## src/rtl/seq_det_pkg.sv

```systemverilog
// Shared definitions for the parametrised serial-pattern detector:
// FSM state encoding plus length-clamp and mask helpers.
package seq_det_pkg;

  typedef enum logic [1:0] {
    ST_IDLE = 2'd0,
    ST_RUN  = 2'd1,
    ST_HIT  = 2'd2
  } state_e;

  localparam int unsigned DEFAULT_MAX_LEN = 8;

  // A zero length would never complete a match, so it is promoted to 1.
  function automatic int unsigned clamp_len(input int unsigned len,
                                            input int unsigned max_len);
    if (len == 0)       return 1;
    if (len > max_len)  return max_len;
    return len;
  endfunction

  function automatic logic mask_bit(input int unsigned idx,
                                    input int unsigned len);
    return (idx < len);
  endfunction

endpackage

```

## src/rtl/seq_det_shreg.sv

```systemverilog
// History shift register and saturating fill counter for seq_detector_param.
// Exposes the post-shift values so the caller can compare against them in the same cycle.
module seq_det_shreg
  import seq_det_pkg::*;
#(
  parameter int unsigned MAX_LEN = DEFAULT_MAX_LEN,
  parameter int unsigned LEN_W   = $clog2(MAX_LEN + 1)
) (
  input  logic               i_clk,
  input  logic               i_rstn,
  input  logic               i_shift,
  input  logic               i_clear,
  input  logic               i_clear_fill,
  input  logic               i_seq,
  input  logic [LEN_W-1:0]   i_len,
  output logic [MAX_LEN-1:0] o_history_next,
  output logic [LEN_W-1:0]   o_fill_next
);

  logic [MAX_LEN-1:0] r_history;
  logic [LEN_W-1:0]   r_fill;
  logic [MAX_LEN-1:0] w_history_next;
  logic [LEN_W-1:0]   w_fill_next;

  assign w_history_next = {r_history[MAX_LEN-2:0], i_seq};
  assign w_fill_next    = (r_fill >= i_len) ? i_len : r_fill + LEN_W'(1);

  always_ff @(posedge i_clk or negedge i_rstn) begin
    if (!i_rstn) begin
      r_history <= '0;
      r_fill    <= '0;
    end else if (i_clear) begin
      r_history <= '0;
      r_fill    <= '0;
    end else if (i_shift) begin
      r_history <= w_history_next;
      r_fill    <= i_clear_fill ? '0 : w_fill_next;
    end
  end

  assign o_history_next = w_history_next;
  assign o_fill_next    = w_fill_next;

endmodule

```

## src/rtl/seq_detector_param.sv

```systemverilog
// Moore serial-pattern detector with run-time pattern, length and overlap mode.
// Define SEQ_DET_MATCH_CNT_EN to build the saturating match counter behind o_match_cnt.
module seq_detector_param
  import seq_det_pkg::*;
#(
  parameter int unsigned MAX_LEN = 8,
  parameter int unsigned CNT_W   = 16
) (
  input  logic                          i_clk,
  input  logic                          i_rstn,
  input  logic                          i_en,
  input  logic                          i_valid,
  input  logic                          i_seq,
  input  logic [MAX_LEN-1:0]            i_cfg_pattern,
  input  logic [$clog2(MAX_LEN+1)-1:0]  i_cfg_len,
  input  logic                          i_cfg_overlap,
  output logic                          o_out,
  output logic                          o_busy,
  output logic [CNT_W-1:0]              o_match_cnt
);

  localparam int unsigned LEN_W = $clog2(MAX_LEN + 1);

  state_e             r_state, w_state_next;
  logic [MAX_LEN-1:0] r_pat;
  logic [LEN_W-1:0]   r_len;
  logic               r_overlap;

  logic               w_latch, w_shift, w_match;
  logic [MAX_LEN-1:0] w_hist_next, w_mask;
  logic [LEN_W-1:0]   w_fill_next;

  assign w_latch = (r_state == ST_IDLE) && i_en;
  assign w_shift = (r_state != ST_IDLE) && i_en && i_valid;

  always_ff @(posedge i_clk or negedge i_rstn) begin
    if (!i_rstn) begin
      r_pat     <= '0;
      r_len     <= LEN_W'(1);
      r_overlap <= 1'b0;
    end else if (w_latch) begin
      r_pat     <= i_cfg_pattern;
      r_len     <= LEN_W'(clamp_len(32'(i_cfg_len), MAX_LEN));
      r_overlap <= i_cfg_overlap;
    end
  end

  seq_det_shreg #(
    .MAX_LEN (MAX_LEN),
    .LEN_W   (LEN_W)
  ) u_shreg (
    .i_clk          (i_clk),
    .i_rstn         (i_rstn),
    .i_shift        (w_shift),
    .i_clear        (w_latch),
    .i_clear_fill   (w_match && !r_overlap),
    .i_seq          (i_seq),
    .i_len          (r_len),
    .o_history_next (w_hist_next),
    .o_fill_next    (w_fill_next)
  );

  always_comb begin
    w_mask = '0;
    for (int unsigned i = 0; i < MAX_LEN; i++) begin
      w_mask[i] = mask_bit(i, 32'(r_len));
    end
  end

  assign w_match = w_shift && (w_fill_next == r_len) &&
                   (((w_hist_next ^ r_pat) & w_mask) == '0);

  always_ff @(posedge i_clk or negedge i_rstn) begin
    if (!i_rstn) r_state <= ST_IDLE;
    else         r_state <= w_state_next;
  end

  always_comb begin
    w_state_next = r_state;
    case (r_state)
      ST_IDLE: if (i_en) w_state_next = ST_RUN;
      ST_RUN,
      ST_HIT: begin
        if (!i_en)         w_state_next = ST_IDLE;
        else if (w_match)  w_state_next = ST_HIT;
        else               w_state_next = ST_RUN;
      end
      default:             w_state_next = ST_IDLE;
    endcase
  end

  assign o_out  = (r_state == ST_HIT);
  assign o_busy = (r_state != ST_IDLE);

`ifdef SEQ_DET_MATCH_CNT_EN
  logic [CNT_W-1:0] r_cnt;

  always_ff @(posedge i_clk or negedge i_rstn) begin
    if (!i_rstn)                      r_cnt <= '0;
    else if (w_latch)                 r_cnt <= '0;
    else if (w_match && r_cnt != '1)  r_cnt <= r_cnt + CNT_W'(1);
  end

  assign o_match_cnt = r_cnt;
`else
  assign o_match_cnt = '0;
`endif

endmodule

```

## config.mk

```make
export PLATFORM = sky130hd
export DESIGN_NAME = seq_detector_param
export DESIGN_NICKNAME = d
export VERILOG_FILES = /design/src/rtl/seq_det_pkg.sv /design/src/rtl/seq_det_shreg.sv /design/src/rtl/seq_detector_param.sv
export SDC_FILE = /design/constraint.sdc
export NUM_CORES = 1
export LEC_CHECK = 0
export CAP_MARGIN = 20
export CORE_MARGIN = 1.5
export CORE_UTILIZATION = 30
export CTS_CLUSTER_DIAMETER = 50
export DETAILED_ROUTE_END_ITERATION = 6
export HOLD_SLACK_MARGIN = 0.05
export RECOVER_POWER = 100
export REMOVE_ABC_BUFFERS = 1
export SLEW_MARGIN = 20
export SYNTH_ARGS = -nofsm -noshare
export SYNTH_HDL_FRONTEND = slang
export SYNTH_HIERARCHICAL = 1
export SYNTH_SLANG_ARGS = --single-unit
```

## constraint.sdc

```tcl
create_clock -name i_clk -period 3.55 [get_ports i_clk]
set_clock_uncertainty 0.05 [all_clocks]
set_input_delay 0.5325 -clock i_clk [delete_from_list [all_inputs] [get_ports i_clk]]
set_output_delay 0.5325 -clock i_clk [all_outputs]
set_load 0.05 [all_outputs]
```

# ---- After elaboration in Yosys (flattened, before gate mapping)
# Index checks and enable logic that the tools add are counted.
dict set report word_totals {
  regBits 26
  inputBits 18
}
dict set report op_classes {
  addsub 1
  order_cmp 10
  eq_ne 4
  n_mux 19
  bitwise_logic 2
  n_reduce_logical 13
}
# cell count
set op_table {}
lappend op_table {{4-bit 2-to-1 mux} 7}
lappend op_table {{3-bit by 4-bit < comparator with 1-bit output (first input constant)} 4}
lappend op_table {{7-bit 2-to-1 mux} 2}
lappend op_table {{8-bit AND} 1}
lappend op_table {{8-bit zero test} 1}
lappend op_table {{1-bit by 4-bit < comparator with 1-bit output (first input constant)} 2}
lappend op_table {{2-bit by 4-bit < comparator with 1-bit output (first input constant)} 2}
lappend op_table {{8-bit XOR} 1}
lappend op_table {{1-bit logical AND} 6}
lappend op_table {{1-bit 2-to-1 mux} 6}
lappend op_table {{2-bit 2-to-1 mux} 3}
lappend op_table {{4-bit by 1-bit adder with 4-bit output (second input constant)} 1}
lappend op_table {{4-bit == test} 1}
lappend op_table {{4-bit >= comparator} 1}
lappend op_table {{4-bit > comparator (second input constant)} 1}
lappend op_table {{4-bit zero test} 1}
lappend op_table {{2-bit case mux with 2 select lines} 1}
lappend op_table {{2-bit nonzero test} 2}
lappend op_table {{2-bit by 1-bit == test with 1-bit output (second input constant)} 1}
lappend op_table {{2-bit == test (second input constant)} 1}
lappend op_table {{2-bit zero test} 1}
lappend op_table {{2-bit != test (second input constant)} 1}
lappend op_table {{2-bit OR reduction} 1}
lappend op_table {{1-bit zero test} 1}

# ---- Longest topological paths before layout
# Gate-level depths: netlist (run 1).
dict set report depth {
  depth_word 9
  mapped_depth 14
  ltp_nobuf 14
}

# ---- Cells and area by module
# The synthesis (run 1) kept the hierarchy.
# mod n_inst cells_per_inst area_per_inst_um2 seq_area_each_um2
set modules_own_cells {}
lappend modules_own_cells {seq_detector_param 1 103 1014.7 376.6}
lappend modules_own_cells {seq_det_shreg 1 69 715.7 275.3}

# ---- Least setup slack after synthesis (run 1)
# Ideal clock, no wire load.
dict set report synth_path {
  path_type {register -> register}
  from {register r_len[0]}
  to {register u_shreg.r_fill[1]}
  setup_time_ps 87
  t_arrival_ps 3103
  t_required_ps 3413
  setup_slack_ps 311
  path_stages_with_launch 14
  path_buffers 0
  period_less_slack_ps 3239
  path_cell_list {dfstp_2 > ha_1 > nand2b_4 > a2111oi_4 > nor2_2 > mux2_4 > xnor2_1 > and4_1 > o2111ai_2 > nor2_1 > nor3b_2 > nand2_1 > or3_1 > o211ai_1}
}
dict set report synth_via {
  elab_chain_cells 9
  word_cells_on_any_way 19
}
# element line
set synth_lines {}
lappend synth_lines {{from (decl)} seq_detector_param.sv:26} ;# logic [LEN_W-1:0] r_len;
lappend synth_lines {{from (signal assigned)} seq_detector_param.sv:43} ;# r_len <= LEN_W'(clamp_len(32'(i_cfg_len), MAX_LEN));
lappend synth_lines {{4-bit >= comparator} seq_det_shreg.sv:26} ;# assign w_fill_next = (r_fill >= i_len) ? i_len : r_fill + LEN_W'(1);
lappend synth_lines {{4-bit 2-to-1 mux} seq_det_shreg.sv:26}
lappend synth_lines {{net w_fill_next[2]} seq_detector_param.sv:31} ;# logic [LEN_W-1:0] w_fill_next;
lappend synth_lines {{4-bit == test} seq_detector_param.sv:70} ;# assign w_match = w_shift && (w_fill_next == r_len) &&
lappend synth_lines {{1-bit logical AND (2 in a row)} seq_detector_param.sv:70}
lappend synth_lines {{1-bit logical AND} seq_detector_param.sv:56} ;# .i_clear_fill (w_match && !r_overlap),
lappend synth_lines {{4-bit 2-to-1 mux} seq_det_shreg.sv:37} ;# r_fill <= i_clear_fill ? '0 : w_fill_next;
lappend synth_lines {{4-bit 2-to-1 mux} seq_det_shreg.sv:35} ;# end else if (i_shift) begin
lappend synth_lines {{4-bit 2-to-1 mux} seq_det_shreg.sv:32} ;# end else if (i_clear) begin
lappend synth_lines {{to (signal assigned)} seq_det_shreg.sv:37}
lappend synth_lines {{to (decl)} seq_det_shreg.sv:21} ;# logic [LEN_W-1:0] r_fill;
# The timed path passes the listed nets, and every way through them passes these cells. The select of a mux whose other input is x is not followed.
# A chain may end at the register's enable or synchronous reset.

# ---- Worst setup path after layout (run 1)
dict set report layout_path {
  from {register r_len[0]}
  to {register u_shreg.r_fill[1]}
}
dict set report layout_via {
  elab_chain_cells 9
  word_cells_on_any_way 19
}
# element line
set layout_lines {}
lappend layout_lines {{4-bit >= comparator (*)} seq_det_shreg.sv:26}
lappend layout_lines {{4-bit 2-to-1 mux (*)} seq_det_shreg.sv:26}
lappend layout_lines {{net w_fill_next[1]} seq_detector_param.sv:31}
lappend layout_lines {{4-bit == test} seq_detector_param.sv:70}
lappend layout_lines {{1-bit logical AND (2 in a row)} seq_detector_param.sv:70}
lappend layout_lines {{1-bit logical AND} seq_detector_param.sv:56}
lappend layout_lines {{4-bit 2-to-1 mux (*)} seq_det_shreg.sv:37}
lappend layout_lines {{4-bit 2-to-1 mux (*)} seq_det_shreg.sv:35}
lappend layout_lines {{4-bit 2-to-1 mux (*)} seq_det_shreg.sv:32}
# Mark *: on every way through the listed nets, which the timed path passes. The rest lies on a longest branch. The select of a mux whose other input is x is not followed.

==> results of run 1 <==
[synth_stat cells (2+ instances only)]
cell,n
a21oi_1,2
buf_2,3
buf_4,18
dfrtp_1,25
ha_1,8
inv_1,8
mux2_1,3
mux2_2,6
mux2_4,3
mux2i_1,7
nand2_1,15
nand2b_1,2
nand3_1,4
nor2_1,16
o211ai_1,3
o21ai_1,6
or3_1,4
xnor2_1,11
xor2_1,2
[critical path: cells and delay by family, from the launching register on]
| family | cells | cell delay [ns] |
|---|---|---|
| simple gates | 7 | 1.22 |
| flops | 1 | 0.61 |
| compound gates | 3 | 0.57 |
| mux | 1 | 0.34 |
| fa+ha+maj | 1 | 0.25 |
| xor+xnor | 1 | 0.13 |
[worst max path at each step]
| stage | to | cells after the start | slack (ns) | from |
|---|---|---|---|---|
| 2_1_floorplan | u_shreg/r_fill[1] | 13 | 0.30 | r_len[0] |
| 3_3_place_gp | u_shreg/r_fill[1] | 13 | 0.21 | r_len[0] |
| 3_5_place_dp | u_shreg/r_fill[1] | 13 | 0.15 | r_len[0] |
| 4_1_cts | u_shreg/r_fill[1] | 13 | 0.11 | r_len[0] |
| 5_1_grt | u_shreg/r_fill[1] | 13 | 0.03 | r_len[0] |
| 6_report | u_shreg/r_fill[1] | 13 | 0.28 | r_len[0] |
[layer usage]
metal / GRT usage (%) / vias up
li1: - / 600
met1: 14.4 / 575
met2: 17.2 / 21
met3: 2.53 / 2
met4: 1.58 / 0
met5: 0 / -
[sequential cells by signal, indices dropped and copies added, names as in the netlist]
name / count
r_pat: 8
u_shreg/r_fill: 4
r_len: 4
r_state: 2
u_shreg/r_history: 7
r_overlap: 1
[where the power goes]
part,internal (uW),switching (uW)
Combinational,463,498
Sequential,408,94.3
Clock,151,93.9
[cells by family (layout without fill, tap and decap cells)]
group | Yosys count | count (layout) | synth area share, %
buffers and inverters | 32 | 41 | 11.5
AOI/OAI and AO/OA | 21 | 21 | 9.76
other | 1 | 16 | 0.217
DFF | 26 | 26 | 37.7
muxes | 19 | 19 | 12.5
and+or+nand+nor | 52 | 52 | 16.0
xor gates and xnor gates | 13 | 13 | 6.58
adders and majority gates | 8 | 8 | 5.78
[final cells by class]
| type | instances | area, um^2 | share of cell area [%] |
|---|---|---|---|
| inverter | 9 | 33.8 | 1.67 |
| clock buffer | 3 | 41.3 | 2.04 |
| sequential | 26 | 652 | 32.2 |
| timing repair buffer | 28 | 246 | 12.2 |
| clock inverter | 1 | 30.0 | 1.48 |
| tap | 72 | 90.1 | 4.45 |
| multi-input combinational | 129 | 932 | 46.0 |
[through the flow]
| step | hold WS, ns | area [um^2] | utilization [%] |
|---|---|---|---|
| after floorplan | 0.187 | 1620 | - |
| after global placement | 0.456 | 1960 | 35.4 |
| after detailed placement | 0.460 | 1960 | 35.4 |
| after CTS | 0.479 | 2030 | 36.7 |
| after global routing | 0.495 | 2030 | 36.6 |
| final | 0.475 | 2030 | 36.6 |
==> flow_summary_export.csv, run 1 <==
group,metric,value,unit
cts,clkLatencyLatePin,0.27,ns
detailed_routing,wl_met2,1470,um
detailed_routing,vias_per_cell,4.47,
global_routing,grt_pass1_wl,5220,um
cells_and_area,fillers,589,
cells_and_area,layout_common_cells,"dfrtp_1, nor2_1, conb_1",
cts,cts_setup_buffers,0,
sta,setup_slack,0.279,ns
sta,hold_viol,0,
outcome,status,"complete, no violations",
die,coreArea,5540,um^2
cells_and_area,final_common_cell,"dfrtp_1",
global_routing,grt_max_degree,27,
hold_path,min-delay-start,"r_overlap",
critical_path,worstSetupStartpointType,"register",
sta,final.setup.tns,0,ns
placed_design,numPlacedInstances,263,
critical_path,crit_fanout,7,
cts,ctsResizeCount,0,
sta,tightest_slew,1.41,ns
cells_and_area,final_cell_count_no_fill,268,
sta,fmax,0.306,GHz
power_and_ir_drop,p_leak,0.000886,uW
die,io-pin-count,36,
global_routing,grt.total_usage,10.5,%
critical_path,cp_cell_sequence,"ha_1 -> nand2b_4 -> a2111oi_4 -> nor2_2 -> mux2_1 -> xnor2_1 -> and4_1 -> o2111ai_2 -> nor2_1 -> nor3b_2 -> nand2_1 -> or3_1 -> o211ai_1",
cells_and_area,area_growth,17.1,%
cts,cts_max_path_buffers,2,
critical_path,r2r-start,"r_len[0]",
critical_path,cp.arrival,3.41,ns
detailed_routing,post_drt_wl_per_cell,11.4,um
placed_design,dp_hpwl,2350,um
sta,rsz0062_at_grt,"no",
detailed_routing,wl,3060,um
synthesis,syn_area_per_cell,10.1,um^2
sta,post-route-period-util,92.1,%
cells_and_area,antennaDiodeCount,0,
sta,final.min_clock_period,3.27,ns
detailed_routing,vias,1198,
critical_path,rrSetupSlack,0.28,ns
synthesis,synth_area_leaders,"dfrtp_1, buf_4, ha_1",
synthesis,synth_seq_cells,26,
die,dieArea,6230,um^2
die,start_util,31.2,%
detailed_routing,ant_nets,0,
synthesis,ys.warnings.count,6,
critical_path,cpPeakStageDelay,0.61,ns
critical_path,cp-end-kind,"register",
placed_design,gp_congestion,0.807,
power_and_ir_drop,power_density,843,nW/um^2
sta,slew-limit-headroom,5.85,%
cts,clkSlewWorstSetupHoldPaths,0.09,ns
detailed_routing,dr_wl_met3,123,um
cts,cts_max_level,1,
critical_path,worst-setup-path-type,"register to register",
synthesis,synth-edff-count,0,
synthesis,yosysSeqAreaShare,37.7,%
hold_path,hold_end,"r_overlap",
power_and_ir_drop,power,1710,uW
die,die_width,78.9,um
run,max_cap_viol_count,0,
cells_and_area,nets,223,
synthesis,synth_top_area_share,36.2,%
detailed_routing,routed.top_layer,"met4",
critical_path,worst_ep_required_time,3.69,ns
hold_path,hp-class,"register to register",
global_routing,first_global_vias,1121,
cts,clkSinkCount,26,
synthesis,yosysTopAreaCell,"dfrtp_1",
cts,cts_inserted_buffers,3,
placed_design,numPortBuffers,19,
sta,drv_slew,0,
global_routing,gr-total-overflow,0,
sta,setup_viol,0,
synthesis,synth-async-reset-ratio,100,%
cts,cts-hold-fix-buffers,0,
detailed_routing,dr.pass1.iters,6,
critical_path,r2r-end,"u_shreg/r_fill[1]",
detailed_routing,wl_met1,1450,um
synthesis,syn_area,1730,um^2
synthesis,synth_flop_cell,"dfrtp_1",
cts,cts-root-buf,"clkbuf_8",
die,fp-row-count,27,
placed_design,place_ws,0.152,ns
synthesis,syn_inst,172,
cells_and_area,final_layout_size_suffix_gt1_share,14.8,%
global_routing,antenna_found_initial,0,
power_and_ir_drop,vdd.ir_drop.worst,255,uV
die,die_h,78.9,um
synthesis,yosys.cell_types.count,45,
critical_path,cp_slowest_cell,"dfstp_2",
hold_path,hold_path_depth,1,
cts,cts_tree,"done",
detailed_routing,drt-initial-drc-count,38,
detailed_routing,route.detailed.drc,0,
critical_path,reg2regPathDepth,13,
Note: power is estimated with default switching activity, not from simulation.
==> inputs of run 2 (changes only) <==
==> constraint.sdc (replaced) <==
create_clock -name i_clk -period 3.55 [get_ports i_clk]
set_clock_uncertainty 0.05 [all_clocks]
set_input_delay 0.5325 -clock i_clk [delete_from_list [all_inputs] [get_ports i_clk]]
set_output_delay 0.5325 -clock i_clk [all_outputs]
set_load 0.1 [all_outputs]
==> flow_summary_export.csv, run 2 (synthesis results as in run 1) <==
group,metric,value,unit
cells_and_area,largestRegisters,"r_pat x8, u_shreg/r_history x7",
sta,drv_slew,0,
placed_design,dpl_cell_area,1960,um^2
sta,rsz0062_at_grt,"no",
placed_design,gp_congestion,0.805,
placed_design,numPortBuffers,19,
run,max_cap_viol_count,0,
hold_path,min-delay-start,"r_overlap",
critical_path,worst-setup-path-type,"register to register",
sta,hold_viol,0,
cts,cts_max_level,1,
power_and_ir_drop,power_density,883,nW/um^2
sta,final.min_clock_period,3.33,ns
die,coreArea,5540,um^2
sta,post-route-period-util,93.8,%
detailed_routing,route.detailed.drc,0,
sta,setup_viol,0,
hold_path,hold_path_depth,1,
cts,cts-hold-fix-buffers,0,
power_and_ir_drop,vdd.ir_drop.worst,315,uV
cts,cts_max_path_buffers,2,
detailed_routing,vias,1199,
cells_and_area,fillers,582,
sta,final.setup.tns,0,ns
placed_design,place_ws,0.129,ns
die,die_h,78.9,um
cells_and_area,nets,223,
global_routing,grt_max_degree,27,
cells_and_area,final_util,36.4,%
sta,slew-limit-headroom,4.31,%
detailed_routing,post_drt_wl_per_cell,11.9,um
detailed_routing,ant_nets,0,
cells_and_area,antennaDiodeCount,0,
die,start_util,31.2,%
cells_and_area,final_cell_count_no_fill,268,
placed_design,dp_hpwl,2370,um
die,die_width,78.9,um
global_routing,antenna_found_initial,0,
critical_path,r2r-start,"r_len[0]",
critical_path,cp-end-kind,"register",
cts,cts-root-buf,"clkbuf_8",
cells_and_area,final_layout_size_suffix_gt1_share,15.3,%
critical_path,rrSetupSlack,0.22,ns
cts,cts_tree,"done",
detailed_routing,drt-initial-drc-count,53,
detailed_routing,vias_per_cell,4.47,
cells_and_area,layout_common_cells,"dfrtp_1, nor2_1, conb_1",
global_routing,first_global_vias,1111,
detailed_routing,dr.pass1.iters,4,
outcome,status,"complete, no violations",
cells_and_area,largest_reg_flops,8,
sta,setup_slack,0.219,ns
global_routing,grt_pass1_wl,5270,um
die,fp-row-count,27,
cells_and_area,area_growth,16.6,%
sta,fmax,0.300,GHz
critical_path,worst_ep_required_time,3.68,ns
placed_design,numPlacedInstances,263,
critical_path,reg2regPathDepth,13,
detailed_routing,wl,3180,um
global_routing,gr-total-overflow,0,
hold_path,hp-class,"register to register",
cts,clkLatencyLatePin,0.27,ns
cts,clkSinkCount,26,
cells_and_area,final_common_cell,"dfrtp_1",
cts,clkSlewWorstSetupHoldPaths,0.09,ns
critical_path,worstSetupStartpointType,"register",
hold_path,hold_end,"r_overlap",
die,dieArea,6230,um^2
cells_and_area,fin_area,2020,um^2
critical_path,crit_fanout,7,
critical_path,cp.arrival,3.47,ns
cells_and_area,regMostFlops,"r_pat",
critical_path,r2r-end,"u_shreg/r_fill[1]",
cts,cts_inserted_buffers,3,
die,io-pin-count,36,
cells_and_area,multi_input_area,936,um^2
power_and_ir_drop,p_leak,0.000879,uW
global_routing,grt.total_usage,10.7,%
sta,tightest_slew,1.44,ns
cells_and_area,layout.area.seq,652,um^2
## run 2: cell count changes in the layout (fill, tap and decap cells not counted)
cell,change
mux2_4,+1
dlygate4sd3_1,-2
mux2_1,-1
clkbuf_1,+2
## run 2: area by class of cell
type,count,area share [%]
inverter,9,1.67
multi-input combinational,129,46.4
clock buffer,3,2.05
sequential,26,32.3
tap,72,4.47
timing repair buffer,28,11.6
clock inverter,1,1.49
## run 2: metal layers
metal  share of wire (%)  GRT usage, %  up-vias
li1                    -             -      604
met4                0.41          1.58        0
met3                 5.9          2.41        2
met5                   0             0        -
met2                  48          17.6       36
met1                  46          14.6      557
## run 2: power by group
part | switching [uW] | internal, uW
logic | 560 | 471
clock network | 95.9 | 151
registers | 94.9 | 408
total | 751 | 1030
## run 2: critical path, stage by stage, from the launching register on
cell	delay, ns
dfstp_2	0.62
ha_1	0.25
nand2b_4	0.15
a2111oi_4	0.40
nor2_2	0.15
mux2_4	0.33
xnor2_1	0.12
and4_1	0.20
o2111ai_2	0.11
nor2_1	0.08
nor3b_2	0.29
nand2_1	0.08
or3_1	0.30
o211ai_1	0.11
## run 2: how the worst max path moves through the flow
stage | slack (ns) | end | start | depth (start not counted)
final | 0.22 | u_shreg/r_fill[1] | r_len[0] | 13
after global placement | 0.20 | u_shreg/r_fill[1] | r_len[0] | 13
after CTS | 0.09 | u_shreg/r_fill[1] | r_len[0] | 13
after floorplan | 0.30 | u_shreg/r_fill[1] | r_len[0] | 13
after detailed placement | 0.13 | u_shreg/r_fill[1] | r_len[0] | 13
after global routing | 0.04 | u_shreg/r_fill[1] | r_len[0] | 13
## run 2: through the flow
stage,hold WS (ns),total power [uW]
2_1_floorplan,0.187,1290
3_3_place_gp,0.456,1520
3_5_place_dp,0.457,1530
4_1_cts,0.481,1780
5_1_grt,0.492,1910
6_report,0.479,1780
## run 2: what timing repair did
action	4_1_cts	5_1_grt
resized for setup	0	0
endpoints found under the setup margin	0	4
setup buffers	0	1
==> inputs of run 3 (changes only) <==
--- a/config.mk
+++ b/config.mk
@@ -11,7 +11,7 @@
 export CTS_CLUSTER_DIAMETER = 50
 export DETAILED_ROUTE_END_ITERATION = 6
 export HOLD_SLACK_MARGIN = 0.05
-export RECOVER_POWER = 100
+export RECOVER_POWER = 50
 export REMOVE_ABC_BUFFERS = 1
 export SLEW_MARGIN = 20
 export SYNTH_ARGS = -nofsm -noshare
==> flow_summary_export.csv, run 3 (synthesis results as in run 1) <==
group,metric,value,unit
outcome,status,"complete, no violations",
sta,fmax,0.300,GHz
die,io-pin-count,36,
critical_path,cp_slowest_cell,"dfstp_2",
critical_path,worstSetupStartpointType,"register",
cells_and_area,antennaDiodeCount,0,
sta,final.min_clock_period,3.33,ns
sta,setup_viol,0,
die,die_h,78.9,um
cells_and_area,fillers,579,
hold_path,hp-class,"register to register",
die,die_width,78.9,um
placed_design,dp_hpwl,2370,um
critical_path,crit_fanout,7,
cells_and_area,layout_common_cells,"dfrtp_1, nor2_1, conb_1, clkdlybuf4s50_1, nand2_1",
critical_path,rrSetupSlack,0.22,ns
run,max_cap_viol_count,0,
critical_path,r2r-start,"r_len[0]",
cts,cts_max_path_buffers,2,
detailed_routing,routed.top_layer,"met4",
cts,cts_setup_buffers,0,
critical_path,reg2regPathDepth,13,
critical_path,r2r-end,"u_shreg/r_fill[1]",
sta,hold_viol,0,
placed_design,numPlacedInstances,263,
cts,cts_tree,"done",
critical_path,cp-end-kind,"register",
cells_and_area,regMostFlops,"r_pat",
detailed_routing,wl,3180,um
critical_path,worst-setup-path-type,"register to register",
hold_path,min-delay-start,"r_overlap",
cells_and_area,nets,223,
die,coreArea,5540,um^2
detailed_routing,route.detailed.drc,0,
cts,cts_max_level,1,
cts,clkLatencyLatePin,0.27,ns
critical_path,cpLargestDelayFamily,"simple AND/OR/NAND/NOR gates",
cts,cts_inserted_buffers,3,
critical_path,path_buf_inv,0,
die,dieArea,6230,um^2
sta,rsz0062_at_grt,"no",
placed_design,dpl_cell_area,1960,um^2
detailed_routing,drt-initial-drc-count,56,
cts,clkSinkCount,26,
die,start_util,31.2,%
critical_path,worst_ep_required_time,3.68,ns
sta,slew-limit-headroom,3.86,%
detailed_routing,dr.pass1.iters,4,
detailed_routing,ant_nets,0,
detailed_routing,wl_met2,1520,um
critical_path,cpPeakStageDelay,0.62,ns
detailed_routing,post_drt_wl_per_cell,11.9,um
hold_path,hold_end,"r_overlap",
cells_and_area,largest_reg_flops,8,
detailed_routing,vias_per_cell,4.49,
die,fp-row-count,27,
detailed_routing,wl_met1,1500,um
global_routing,grt_max_degree,27,
placed_design,gp_congestion,0.805,
hold_path,hold_path_depth,1,
global_routing,grt.total_usage,10.7,%
critical_path,cp.arrival,3.47,ns
sta,final.setup.tns,0,ns
detailed_routing,dr_wl_met3,156,um
sta,post-route-period-util,93.9,%
sta,drv_slew,0,
detailed_routing,vias,1202,
cts,clkSlewWorstSetupHoldPaths,0.09,ns
cts,cts-hold-fix-buffers,0,
power_and_ir_drop,power_density,882,nW/um^2
cells_and_area,final_cell_count_no_fill,268,
placed_design,numPortBuffers,19,
cells_and_area,largestRegisters,"r_pat x8, u_shreg/r_history x7",
cells_and_area,area_growth,17.4,%
critical_path,cp_cell_sequence,"ha_1 -> nand2b_4 -> a2111oi_4 -> nor2_2 -> mux2_4 -> xnor2_1 -> and4_1 -> o2111ai_2 -> nor2_1 -> nor3b_2 -> nand2_1 -> or3_1 -> o211ai_1",
sta,tightest_slew,1.44,ns
global_routing,first_global_vias,1111,
power_and_ir_drop,vdd.ir_drop.worst,339,uV
cts,ctsResizeCount,0,
global_routing,grt_pass1_wl,5270,um
cts,cts-root-buf,"clkbuf_8",
cells_and_area,final_common_cell,"dfrtp_1",
cells_and_area,final_layout_size_suffix_gt1_share,17.3,%
cells_and_area,fin_area,2030,um^2
power_and_ir_drop,p_leak,0.000894,uW
global_routing,gr-total-overflow,0,
global_routing,antenna_found_initial,0,
[run 3: how the worst max path moves through the flow]
stage,start,endpoint,slack (ns),depth (start not counted)
finish,r_len[0],u_shreg/r_fill[1],0.22,13
global route,r_len[0],u_shreg/r_fill[1],0.04,13
CTS,r_len[0],u_shreg/r_fill[1],0.09,13
detailed placement,r_len[0],u_shreg/r_fill[1],0.13,13
global placement,r_len[0],u_shreg/r_fill[1],0.20,13
floorplan,r_len[0],u_shreg/r_fill[1],0.30,13
[run 3: layer usage]
metal,vias to the layer above,GRT usage [%]
li1,605,-
met1,566,14.6
met2,29,17.6
met3,2,2.41
met4,0,1.58
met5,-,0
[run 3: power by group]
part           total, uW  switching [uW]  leakage [uW]  internal (uW)
Sequential           502            94.7      0.000332            408
Combinational       1040             562      0.000527            480
Clock                247            96.4     0.0000357            151
[run 3: area by class of cell]
class | count | area, um^2 | share of cell area [%]
Sequential cell | 26 | 652 | 32.1
Clock inverter | 1 | 30.0 | 1.48
Clock buffer | 3 | 41.3 | 2.03
Multi-Input combinational cell | 129 | 936 | 46.1
Tap cell | 72 | 90.1 | 4.43
Timing Repair Buffer | 28 | 249 | 12.3
Inverter | 9 | 33.8 | 1.66
[run 3: through the flow]
step | hold slack [ns] | setup WS [ns] | total power [uW] | utilization [%]
finish | 0.479 | 0.216 | 1790 | 36.7
global route | 0.491 | 0.0353 | 1920 | 36.7
CTS | 0.481 | 0.0871 | 1780 | 36.6
detailed placement | 0.457 | 0.129 | 1530 | 35.3
global placement | 0.456 | 0.204 | 1520 | 35.3
floorplan | 0.187 | 0.304 | 1290 | -
==> variant 1, RTL diff (config.mk and constraints of run 3) <==
Register the input `i_cfg_len` before use, without a reset. The logic sees it one clock later. The other inputs are not delayed to match.
--- a/src/rtl/seq_detector_param.sv
+++ b/src/rtl/seq_detector_param.sv
@@ -23,2 +23,8 @@
 
+  logic [$clog2(MAX_LEN+1)-1:0] i_cfg_len_q;
+
+  always_ff @(posedge i_clk) begin
+    i_cfg_len_q <= i_cfg_len;
+  end
+
   state_e             r_state, w_state_next;
@@ -42,3 +48,3 @@
       r_pat     <= i_cfg_pattern;
-      r_len     <= LEN_W'(clamp_len(32'(i_cfg_len), MAX_LEN));
+      r_len     <= LEN_W'(clamp_len(32'(i_cfg_len_q), MAX_LEN));
       r_overlap <= i_cfg_overlap;
Function: changed (a bounded check fails within 4 cycles, from zero or initial values and one cycle with i_rstn low).
==> variant 1 against run 3 <==
Sequential power rose by 9.0%. Clock power grew 16%. Core utilization is 2.4 points higher. Total power rose by 10%. Synthesized area rose by 3.0%. Design area is 7.9% higher. Sequential cell count increased by 4. First-iteration DRC count up 64%. Routed wire length rose by 3.9%. Worst setup slack lost 110 ps. Sequential share of layout area grew 1.3 points.
==> variant 1: results (changes against run 3) <==
** Finish
- The final net count was 235 (+5.4%).
- The number of fillers in the final layout is 615 (+6.2%).

** Pwr
- Static leakage :: 0.9745 nW (+9.0%)
- Switching share of power :: 41.65% (-0.38 points)
- Ratio of total power to cell area :: 901.1 nW/um2 (+2.2%)
- The peak supply drop came to 432.5 uV (+28%).

** Hold path
- The worst hold path stage count came to 2 (+1).
- The worst hold path terminates at r_len[2].

** Yosys
- Async set-or-reset flop fraction in the synthesized netlist :: 86.67% (-13 points)
- After synthesis, the most frequently instantiated cells are 25 x dfrtp_1, 18 x buf_4, 18 x nor2_1.
- Ranked by total cell area, the synthesized netlist is headed by dfrtp_1 35%, buf_4 7.6%, mux2_2 5.7%, ha_1 5.6%, dfxtp_1 4.5%.
- Post-Synth XOR/XNOR Area :: 6.386% (-0.19 points)
- The area share of fa/ha/maj cells after synthesis is 5.614% (-0.17 points).
- The mux cell area share after synthesis is 12.14% (-0.37 points).

** STA
- Max Clock Freq :: 290.0 MHz (-3.3%)
- Slew HR :: 4.007% (+0.15 points)

** Place
- The placed wire-length estimate was 2.360 mm (-0.35%).
- The final weighted congestion in routability-driven placement was 0.8504 (+5.7%).
- Worst setup slack before clock tree synthesis :: 124.3 ps (-5.187 ps)
- Post-placement cell area :: 2038 um2 (+4.2%)

** Global routing
- The wire length of the first global-routing pass is 5.568 mm (+5.6%).
- The number of global-route vias before repair came to 1150 (+3.5%).
- The global-route usage over all layers was 11.61% (+0.95 points).

** Routing
- Routed vias/inst :: 4.401 (-1.9%)
- Starting DRT DRC Count :: 92 (+64%)
- Total wire length after detailed routing :: 3.305 mm (+3.9%)

** Setup path
- Arr. time, crit path :: 3570 ps (+100 ps)
- Worst reg2reg path depth :: 14 (+1)

** CTS
- # H-tree levels :: 2 (+1)

** Run status
- Result of the run :: complete, no violations
==> variant 1: cell types whose count changed after synthesis, sizes merged, moves of 2 or more <==
| cell | delta |
|---|---|
| xor2 | +3 |
| dfxtp | +4 |
| xnor2 | -3 |
| nor4 | +2 |
| buf | -3 |
| nor2 | +2 |
==> variant 1: worst register-to-register path: stages, from the launching register on <==
cell	delay [ps]
dfstp_2	600
ha_4	210
nand2b_4	140
a2111oi_4	340
nor2_2	90
mux2_4	310
xor2_1	160
or4_4	500
nor4_4	280
o221ai_2	160
nor2_2	180
nor3b_4	80
nand2_1	80
or3_1	90
o211ai_1	80
==> variant 1: layout make-up <==
cell class	instances	area share, %
Timing Repair Buffer	33	13.18
Tap cell	72	4.107
Inverter	10	1.711
Clock buffer	6	3.765
Sequential cell	30	33.37
Multi-Input combinational cell	129	43.30
Clock inverter	2	0.5705
==> variant 1: timing repair <==
item | CTS | global route
resized for setup | 0 | 5
setup buffers | 0 | 4
endpoints found under the setup margin | 0 | 4
hold buffers | 0 | 0
==> variant 1: metrics by stage <==
step           setup TNS [ps]  hold WS [ps]  power, mW  std cells
6_report                    0         417.9      1.976        282
5_1_grt                -21.21         439.3      2.128        282
4_1_cts                     0         424.2      1.887        278
3_5_place_dp                0         414.8      1.592        270
3_3_place_gp                0         409.8      1.589        270
2_1_floorplan               0         186.9      1.302        169
==> variant 1: power by group through the flow <==
stage	Combinational, mW	Sequential, mW	Clock [mW]
after floorplan	0.749	0.553	0
after global placement	1.04	0.548	0
after detailed placement	1.04	0.552	0
after CTS	1.04	0.546	0.296
after global routing	1.25	0.563	0.318
final	1.14	0.547	0.286
==> variant 1: routing by layer <==
metal	track usage, %	up-vias	share of wire [%]
li1	-	628	-
met1	15.86	582	51
met2	16.55	25	43
met3	4.773	6	4.6
met4	3.621	0	1.2
met5	0	-	0
==> variant 2, RTL diff (settings of run 3) <==
Without the edit above. Change the parameter `CNT_W` from 16 to 32.
--- a/src/rtl/seq_detector_param.sv
+++ b/src/rtl/seq_detector_param.sv
@@ -6,3 +6,3 @@
   parameter int unsigned MAX_LEN = 8,
-  parameter int unsigned CNT_W   = 16
+  parameter int unsigned CNT_W   = 32
 ) (
Ports: changed (resized o_match_cnt); port bits go from 36 to 52. The function was not compared with the original's and may differ.
==> variant 2 against run 3 <==
Routed wire length grew 1.1%. Critical path depth grew 1. Via count grew 3.5%. Design area is 2.8% higher. Hold slack worse by 8.1 ps. Count of clock-buffer cells in the layout unchanged. Synthesized area up 6.9%. Worst setup slack better by 72 ps. Total power is 2.8% higher. Sequential cell count did not move. Critical endpoint unchanged.
==> variant 2: results (changes against run 3) <==
** Setup path
- The minimum setup slack among reg-to-reg paths was 290 ps (+70 ps).
- The number of cells on the worst reg-to-reg path came to 14 (+1).

** Place
- The final weighted congestion in routability-driven placement came to 0.8294 (+3.1%).
- Placed wire-length estimate :: 2.452 mm (+3.5%)
- The post-placement setup slack was 313.5 ps (+184.1 ps).

** Global routing
- The wire length of the first global-routing pass was 5.223 mm (-0.91%).
- The number of global-route vias before repair was 1109 (-0.18%).
- The global-route usage over all layers came to 10.13% (-0.53 points).

** STA
- The tightest hold margin came to 470.9 ps (-8.082 ps).
- Slew HR :: 7.920% (+4.1 points)
- Share of the cycle needed by the critical path after routing :: 91.90% (-2.0 points)

** Routing
- DR WL/cell :: 11.24 um (-5.3%)
- Starting DRT DRC Count :: 59 (+5.4%)
- Routed vias/inst :: 4.350 (-3.0%)

** Run status
- The run finished with clean final reports.

** Yosys
- Sorting the synthesized cells by area gives the leading types as dfrtp_1 34%, buf_4 14%, ha_1 5.4%, xnor2_1 5.2%, mux2i_1 3.8%.
- The sequential element share of the synthesized area was 35.23% (-2.4 points).
- Cell with the most instances after synthesis :: buf_4
- List of most frequent post-synthesis cells :: 34 x buf_4, 25 x dfrtp_1, 16 x nor2_1

** Finish
- Filler Cell Count :: 635 (+9.7%)
- The proportion of layout cells with a drive suffix above 1 is 15.64% (-1.7 points).
- Final layout net count :: 238 (+6.7%)
- Regs by FF count :: r_pat: 8 flops, u_shreg/r_history: 7 flops

** Pwr
- Static leakage :: 0.9411 nW (+5.3%)
- Largest vdd supply drop :: 270.7 uV (-20%)
==> variant 2: kinds of logic (layout without fill, tap and decap cells) <==
group,Yosys count,in the layout,synth area share (%)
AOI/OAI and AO/OA,21,21,9.129
xor gates and xnor gates,13,13,6.153
and+or+nand+nor,52,52,14.94
buffers and inverters,48,40,17.24
muxes,19,19,11.70
adders and majority gates,8,8,5.409
other,1,32,0.2026
DFF,26,26,35.23
==> variant 2: stage by stage <==
| step | instance area (um2) | cells | total power, mW | util [%] |
|---|---|---|---|---|
| 3_5_place_dp | 2021 | 282 | 1.596 | 33.93 |
| 2_1_floorplan | 1682 | 180 | 1.363 | - |
| 6_report | 2088 | 286 | 1.843 | 35.06 |
| 5_1_grt | 2088 | 286 | 1.970 | 35.06 |
| 4_1_cts | 2092 | 286 | 1.858 | 35.13 |
| 3_3_place_gp | 2021 | 282 | 1.587 | 33.93 |
==> variant 2: final cells by class <==
class / count / area, um2 / share of cell area [%]
Clock inverter: 1 / 30.03 / 1.438
Multi-Input combinational cell: 145 / 996.0 / 47.69
Sequential cell: 26 / 651.9 / 31.22
Clock buffer: 3 / 41.29 / 1.977
Timing Repair Buffer: 27 / 241.5 / 11.56
Tap cell: 75 / 93.84 / 4.494
Inverter: 9 / 33.78 / 1.618
==> variant 2: routing by layer <==
| layer | track usage [%] | wire length (um) | up-vias |
|---|---|---|---|
| li1 | - | - | 614 |
| met2 | 15.95 | 1460 | 40 |
| met3 | 2.333 | 166 | 2 |
| met1 | 14.12 | 1571 | 588 |
| met4 | 2.069 | 17 | 0 |
| met5 | 0 | 0 | - |
==> variant 2: power breakdown <==
group / total (mW) / internal, mW / switching (mW)
Clock: 0.250 / 0.151 / 0.0988
Combinational: 1.09 / 0.461 / 0.626
Sequential: 0.505 / 0.408 / 0.0977
Total: 1.84 / 1.02 / 0.823
